`src/rtl/instruction_encoder.sv`:
```
`default_nettype none
// ============================================================================
// Module      : instruction_encoder
// Description : Packs decoded RV32IM fields into 32-bit instruction words and
//               queues them, tagged with a running word address, in a FIFO.
//               Optional macro ENC_RANGE_CHECK_EN rejects immediates that do
//               not fit the selected format instead of truncating them.
// Revision    : 1.0 - initial release
// ============================================================================
module instruction_encoder #(
    parameter int unsigned FIFO_DEPTH = 4,
    parameter logic [31:0] BASE_ADDR  = 32'h0000_0000
) (
    input  logic        clk,
    input  logic        rst,
    input  logic        in_valid,
    output logic        in_ready,
    input  logic [2:0]  in_fmt,
    input  logic [6:0]  in_opcode,
    input  logic [4:0]  in_rd,
    input  logic [4:0]  in_rs1,
    input  logic [4:0]  in_rs2,
    input  logic [2:0]  in_funct3,
    input  logic [6:0]  in_funct7,
    input  logic [31:0] in_imm,
    input  logic        addr_load,
    input  logic [31:0] addr_value,
    output logic        out_valid,
    input  logic        out_ready,
    output logic [31:0] out_instr,
    output logic [31:0] out_addr,
    output logic        err,
    output logic [15:0] enc_count
);

    localparam int unsigned c_ptr_w = (FIFO_DEPTH > 1) ? $clog2(FIFO_DEPTH) : 1;
    localparam int unsigned c_cnt_w = c_ptr_w + 1;
    localparam logic [c_cnt_w-1:0] c_depth = c_cnt_w'(FIFO_DEPTH);

    logic [63:0]         r_mem [FIFO_DEPTH];
    logic [c_ptr_w-1:0]  r_wr_ptr;
    logic [c_ptr_w-1:0]  r_rd_ptr;
    logic [c_cnt_w-1:0]  r_count;
    logic [31:0]         r_addr;
    logic [15:0]         r_enc_count;
    logic                r_err;

    logic        w_accept;
    logic        w_legal;
    logic        w_imm_ok;
    logic        w_push;
    logic        w_pop;
    logic [31:0] w_word;
    logic [31:0] w_tag_addr;

    assign in_ready   = !rst && (r_count < c_depth);
    assign w_accept   = in_valid && in_ready;
    assign w_legal    = (in_fmt < 3'd6) && (in_opcode[1:0] == 2'b11) && w_imm_ok;
    assign w_push     = w_accept && w_legal;
    assign w_pop      = out_valid && out_ready;
    // A same-cycle load tags the word being pushed with the new address.
    assign w_tag_addr = addr_load ? (addr_value & 32'hFFFF_FFFC) : r_addr;

    always_comb begin
        w_word = 32'h0;
        case (in_fmt)
            3'd0: w_word = {in_funct7, in_rs2, in_rs1, in_funct3, in_rd, in_opcode};
            3'd1: w_word = {in_imm[11:0], in_rs1, in_funct3, in_rd, in_opcode};
            3'd2: w_word = {in_imm[11:5], in_rs2, in_rs1, in_funct3, in_imm[4:0], in_opcode};
            3'd3: w_word = {in_imm[12], in_imm[10:5], in_rs2, in_rs1, in_funct3,
                            in_imm[4:1], in_imm[11], in_opcode};
            3'd4: w_word = {in_imm[31:12], in_rd, in_opcode};
            3'd5: w_word = {in_imm[20], in_imm[10:1], in_imm[11], in_imm[19:12],
                            in_rd, in_opcode};
            default: w_word = 32'h0;
        endcase
    end

`ifdef ENC_RANGE_CHECK_EN
    // Upper immediate bits must be a pure sign extension of the encoded field.
    always_comb begin
        w_imm_ok = 1'b1;
        case (in_fmt)
            3'd1, 3'd2: w_imm_ok = (&in_imm[31:11]) || !(|in_imm[31:11]);
            3'd3:       w_imm_ok = ((&in_imm[31:12]) || !(|in_imm[31:12])) && !in_imm[0];
            3'd4:       w_imm_ok = (in_imm[11:0] == 12'h000);
            3'd5:       w_imm_ok = ((&in_imm[31:20]) || !(|in_imm[31:20])) && !in_imm[0];
            default:    w_imm_ok = 1'b1;
        endcase
    end
`else
    assign w_imm_ok = 1'b1;
`endif

    always_ff @(posedge clk) begin
        if (rst) begin
            r_wr_ptr    <= '0;
            r_rd_ptr    <= '0;
            r_count     <= '0;
            r_addr      <= BASE_ADDR;
            r_enc_count <= 16'h0;
            r_err       <= 1'b0;
        end else begin
            if (w_push) begin
                r_wr_ptr <= r_wr_ptr + c_ptr_w'(1);
            end
            if (w_pop) begin
                r_rd_ptr <= r_rd_ptr + c_ptr_w'(1);
            end
            case ({w_push, w_pop})
                2'b10:   r_count <= r_count + c_cnt_w'(1);
                2'b01:   r_count <= r_count - c_cnt_w'(1);
                default: r_count <= r_count;
            endcase
            r_addr      <= w_push ? (w_tag_addr + 32'd4) : w_tag_addr;
            r_enc_count <= r_enc_count + {15'h0, w_push};
            r_err       <= w_accept && !w_legal;
        end
    end

    // Storage is not reset; the read side is masked while the FIFO is empty.
    always_ff @(posedge clk) begin
        if (w_push) begin
            r_mem[r_wr_ptr] <= {w_word, w_tag_addr};
        end
    end

    assign out_valid = (r_count != '0);
    assign out_instr = out_valid ? r_mem[r_rd_ptr][63:32] : 32'h0;
    assign out_addr  = out_valid ? r_mem[r_rd_ptr][31:0]  : 32'h0;
    assign err       = r_err;
    assign enc_count = r_enc_count;

endmodule
`default_nettype wire
```
`config.mk`:
```
export PLATFORM = sky130hd
export DESIGN_NAME = instruction_encoder
export DESIGN_NICKNAME = d
export VERILOG_FILES = /design/src/rtl/instruction_encoder.sv
export SDC_FILE = /design/constraint.sdc
export NUM_CORES = 1
export LEC_CHECK = 0
export ABC_AREA = 1
export BUFFER_PORTS_ARGS = -buffer_cell sky130_fd_sc_hd__buf_2
export CAP_MARGIN = 20
export CORE_ASPECT_RATIO = 0.6
export CORE_MARGIN = 8
export CORE_UTILIZATION = 34
export CTS_BUF_LIST = sky130_fd_sc_hd__clkbuf_8
export DETAILED_ROUTE_END_ITERATION = 10
export PLACE_DENSITY = 0.6
export SLEW_MARGIN = 20
export SYNTH_ARGS = -nofsm -noshare
export SYNTH_HDL_FRONTEND = slang
export SYNTH_SLANG_ARGS = --single-unit
export TNS_END_PERCENT = 50
```
`constraint.sdc`:
```
create_clock -name clk -period 5.4 [get_ports clk]
set_input_delay 1.08 -clock clk [delete_from_list [all_inputs] [get_ports clk]]
set_output_delay 1.08 -clock clk [all_outputs]
set_load 0.02 [all_outputs]
```
# Word level (Yosys, flattened, before mapping)
# Memories as Yosys holds them, arrays and structs flattened. A register that Yosys moved wholly into a read port is not among the register bits.
# Cells that the tools add are included.
[word_totals]
n_memories = 1
word_cells = 44
inputBits = 104
ram_bits = 256
reg_bits = 56
[mem_list]
columns = ["memory", "words", "word_bits", "read_ports", "rd_clocked_by_memory_dff", "write_ports", "line_no", "source"]
rows = [
  ["r_mem", 4, 64, 1, 1, 1, "40", "logic [63:0] r_mem [FIFO_DEPTH];"],
]
[classes]
mux = 10
n_eq_ne = 8
reduce_logical = 11
magnitude_cmp = 2
addsub = 6
[ops]
columns = ["cell", "count"]
rows = [
  ["32-bit one-hot mux with 6 select lines", 1],
  ["32-bit two-way mux", 4],
  ["32-bit by 3-bit adder with 32-bit output, second input constant", 1],
  ["16-bit by 1-bit adder with 16-bit output", 1],
  ["3-bit by 2-bit equality test with 1-bit output, second input constant", 2],
  ["3-bit equality test, second input constant", 2],
  ["1-bit logical AND", 6],
  ["3-bit < comparator, second input constant", 2],
  ["3-bit one-hot mux with 2 select lines", 1],
  ["2-bit by 1-bit adder with 2-bit output, second input constant", 2],
  ["2-bit equality test, second input constant", 2],
  ["2-bit two-way mux", 2],
  ["3-bit by 1-bit adder with 3-bit output, second input constant", 1],
  ["3-bit by 1-bit equality test with 1-bit output, second input constant", 1],
  ["3-bit zero test", 1],
  ["3-bit nonzero test", 1],
  ["3-bit by 1-bit subtractor with 3-bit output, second input constant", 1],
  ["2-bit by 1-bit equality test with 1-bit output, second input constant", 1],
  ["1-bit zero test", 2],
  ["1-bit two-way mux", 2],
  ["2-bit nonzero test", 1],
]

# Longest topological paths before layout
[logic_depth]
ltp_word = 6
ltp_mapped = 18
mapped_depth_nobuf = 16

# Worst setup path after synthesis
# No wires, ideal clock.
[synth_timing]
kind = "input to register"
from = "input rst"
to = "memory r_mem[0][0] (enable)"
cell_stages = 6
arrival_ns = 4.577
required_time_ns = 4.913
path_slack_ns = 0.336
cell_sequence = "nor2_1 -> nand2_1 -> inv_1 -> nand2_1 -> buf_6 -> nor2_1"
[synth_via]
elab_chain_len = 6
[synth_lines]
columns = ["item", "line_no", "source"]
rows = [
  ["from (decl)", "15", "input logic rst,"],
  ["1-bit zero test", "56", "assign in_ready = !rst && (r_count < c_depth);"],
  ["1-bit logical AND", "56", ""],
  ["1-bit logical AND", "57", "assign w_accept = in_valid && in_ready;"],
  ["1-bit logical AND", "59", "assign w_push = w_accept && w_legal;"],
  ["1-bit two-way mux", "123", "if (w_push) begin"],
  ["1-bit two-way mux (implied by the code)", "124", "r_mem[r_wr_ptr] <= {w_word, w_tag_addr};"],
  ["to (decl)", "40", ""],
]
# Every way passes these cells.

==> summary.md <==
| Metric | Value |
|---|---|
| Overall die width | `277.2 um` |
| Path class of the lowest-slack min-delay path | `reg2reg` |
| Post-synthesis average cell area | `9.802 sq um` |
| Count of state elements after synthesis | `314` |
| Via count normalized by instance count | `4.821` |
| Die footprint | `47880 sq um` |
| Clock skew | `0.04030 ns` |
| Area of the core | `40440 sq um` |
| Number of port buffers | `184` |
| Wire length of the first global-routing pass | `59330 um` |
| Clock slew seen by the registers of the worst setup and hold paths | `0.06 ns` |
| Maximum clock path buffer count | `3` |
| Worst slew margin | `38.89%` |
| Clock root cell | `sky130_fd_sc_hd__clkbuf_8` |
| Crit path launch type | `flip-flop` |
| Ordered list of cells on the worst path | `buf_4 -> buf_4 -> nor2_1 -> nor2_1 -> o21ai_0 -> a21oi_1 -> buf_2` |
| NumNets Final | `1713` |
| Number of placed instances with taps included | `2081` |
| Non-filler cells in the finished layout | `2168` |
| Post-synth EDFFs | `256` |
| Synth cell count leaders | `351 x sky130_fd_sc_hd__nor2_1, 256 x sky130_fd_sc_hd__edfxtp_1, 200 x sky130_fd_sc_hd__nand2_1, 155 x sky130_fd_sc_hd__o21ai_0, 95 x sky130_fd_sc_hd__a21oi_1` |
| Vias post-DR | `10.45k` |
| Clock period minus final worst setup slack | `4.207 ns` |
| Cell class contributing the biggest share of worst-path delay | `buffers and inverters` |
| Buf/Inv on CP | `3` |
| Routed length per instance | `17.49 um` |
| Number of buffers created by CTS | `48` |
| Fill cell count | `3931` |
| Most common cell in the synthesized netlist | `sky130_fd_sc_hd__nor2_1` |
| Transition time of the tightest slew-check pin | `0.9167 ns` |
| Die span in y | `172.7 um` |
| CP Data Required Time | `4.32 ns` |
| Instance count of the mapped netlist | `1420` |
| Power density over the cells | `306.8 nW/um^2` |
| Num Clock Sinks | `314` |
| Hold violation count in the final report | `0` |
| TritonCTS clock tree | `done` |
| Leak Pwr | `6.262 nW` |
| Hold bufs inserted after CTS | `0` |
| Register area share after synthesis | `63.57%` |
| Layout area overhead | `16.42%` |
| Critical R2R Launch | `r_count[2]` |
| Area of combinational cells with multiple inputs | `4418 sq um` |
| Buffer count from post-CTS setup fixing | `0` |
| Crit path max-delay cell type | `sky130_fd_sc_hd__buf_4` |
| Fraction of final layout cells with drive strength greater than 1 | `19.74%` |
| Max Slew Vio Count | `0` |
| Remaining global-route overflow | `0` |
| Endpoint arrival time on the critical path | `3.13 ns` |
| # setup viols final | `0` |
| H-tree levels | `2` |
| ANT nets after route | `0` |
| Proportion of register bits with asynchronous set or reset after synthesis | `0%` |
| Synthesis warning total | `0` |
| Number of search-and-repair iterations in the first detailed-routing pass | `6` |
| Total wirelength of the detailed-routed design | `37920 um` |
| Post-route DRC violation count | `0` |
| Antenna violations before repair | `1` |
| Cell area after synthesis | `13920 sq um` |
| Total of cells resized after clock tree synthesis | `0` |
| FF/Latch Area | `8853 sq um` |
| Setup repair after global routing missed its margin | `false` |
| Final period utilization | `77.91%` |
| Cell type contributing the most total cell area after synthesis | `sky130_fd_sc_hd__edfxtp_1` |
| Clock latency on the worst-skew pair | `0.60 ns` |
| HPWL reported at the end of detailed placement | `24390 um` |
| Number of max-cap violations | `0` |
| Critical Path Max Stage Delay | `0.63 ns` |
| Starting DRC count in detailed routing | `915` |
| Post-Synthesis Net Count | `1533` |
| Worst vdd rail ir drop | `0.0001263 V` |
| Hold path startpoint | `r_addr[0]` |
| Pin count of the biggest net entering global routing | `65` |
| Netlist cell types | `45` |
| RePlAce Congestion | `0.8569` |
| F_max | `237.7 MHz` |
| Vias in the first global route | `10.37k` |
| Primary FF master, synth | `sky130_fd_sc_hd__edfxtp_1` |
| Synth top area share | `55.23%` |
| Leading post-synthesis cells by cell area | `sky130_fd_sc_hd__edfxtp_1 55%, sky130_fd_sc_hd__nor2_1 9.5%, sky130_fd_sc_hd__dfxtp_1 8.3%` |
| Critical path fanouts, max | `61` |
| Worst Setup Path Type | `reg2out` |
| Global-route total usage across every layer | `15.38%` |
| IO Count | `187` |
| Row count | `57` |
| Initial Util | `34.42%` |
| Status | `finished clean` |
| CP endpoint kind | `output port` |
| Total negative setup slack | `0 ns` |
-- worst paths after layout --
path              cells past startpoint            end  slack (ns)
hold reg to reg                       2      r_addr[0]        0.44
setup reg to reg                     16  enc_count[14]        2.55
setup / recovery                      7  out_instr[10]        1.19
hold / removal                        2      r_addr[0]        0.44
-- kinds of logic (layout without fill, tap and decap cells) --
logic type               Yosys count  count (layout)  share of synthesized area (%)
buffers and inverters            158             374                          4.935
XOR/XNOR                           3               3                         0.1888
flip-flops                       314             314                          63.57
other                              0               1                              0
adder cells (fa/ha/maj)            9               9                         0.8630
AND/OR/NAND/NOR                  660             660                          19.90
AO/OA/AOI/OAI                    276             276                          10.54
-- final cells by class --
| class | count | share of cell area (%) |
|---|---|---|
| well taps | 531 | 4.100 |
| inverters | 90 | 2.131 |
| multi-input cells | 948 | 27.26 |
| flip-flops and latches | 314 | 54.64 |
| diodes | 1 | 0.01544 |
| clock inverters | 37 | 1.050 |
| clock buffers | 49 | 4.162 |
| repair buffers | 198 | 6.640 |
-- cells in the final DEF, fill, tap and decap left out, types with 5 or more instances in the layout --
cell type	netlist	final
sky130_fd_sc_hd__inv_1	85	102
sky130_fd_sc_hd__o21ai_2	7	7
sky130_fd_sc_hd__o21ai_0	155	155
sky130_fd_sc_hd__clkbuf_8	0	49
sky130_fd_sc_hd__buf_2	4	184
sky130_fd_sc_hd__nor2_4	7	11
sky130_fd_sc_hd__nor2_1	351	347
sky130_fd_sc_hd__nand4_1	7	7
sky130_fd_sc_hd__a21oi_1	95	95
sky130_fd_sc_hd__nor2_2	10	10
sky130_fd_sc_hd__nand2_1	200	200
sky130_fd_sc_hd__clkinv_1	1	8
sky130_fd_sc_hd__nor3_1	19	18
sky130_fd_sc_hd__nand3_1	37	37
sky130_fd_sc_hd__nand2_2	15	15
sky130_fd_sc_hd__ha_1	8	8
sky130_fd_sc_hd__edfxtp_1	256	256
sky130_fd_sc_hd__buf_4	1	10
sky130_fd_sc_hd__dfxtp_1	58	56
sky130_fd_sc_hd__clkinv_2	0	8
sky130_fd_sc_hd__o21ai_1	5	5
-- state kept, by name (all words and copies together) (netlist names), named ones only --
register,count
r_mem,256
r_wr_ptr,2
r_rd_ptr,2
r_count,3
r_addr,32
enc_count,16
err,1
-- power breakdown --
group	switching, mW	internal, mW
registers	0.0144	2.66
clock network	0.933	0.850
logic	0.376	0.140
-- per-stage QoR --
stage / util, % / instance area, sq um / hold WS, ns / setup WS (ns) / power [mW]
global placement: 37.98 / 15360 / 0.4266 / 1.365 / 3.237
detailed placement: 37.98 / 15360 / 0.4309 / 1.325 / 3.245
CTS: 40.07 / 16200 / 0.4404 / 1.101 / 5.042
finish: 40.07 / 16200 / 0.4381 / 1.193 / 4.972
global route: 40.07 / 16200 / 0.4644 / 0.8277 / 5.199
floorplan: - / 13920 / 0.4156 / 0.3364 / 3.044
-- worst min-delay path: stages (launching register included) --
cell and delay (ns):
sky130_fd_sc_hd__dfxtp_1 0.30, sky130_fd_sc_hd__inv_1 0.06, sky130_fd_sc_hd__nor3_1 0.04
-- metal layers --
layer | vias to the layer above | routed length, um | track usage, %
li1 | 5155 | - | -
met1 | 4935 | 18340 | 21.80
met2 | 306 | 16750 | 23.78
met3 | 55 | 2223 | 3.401
met4 | 0 | 606 | 3.768
met5 | - | 0 | 0
(Power assumes the default switching activity.)
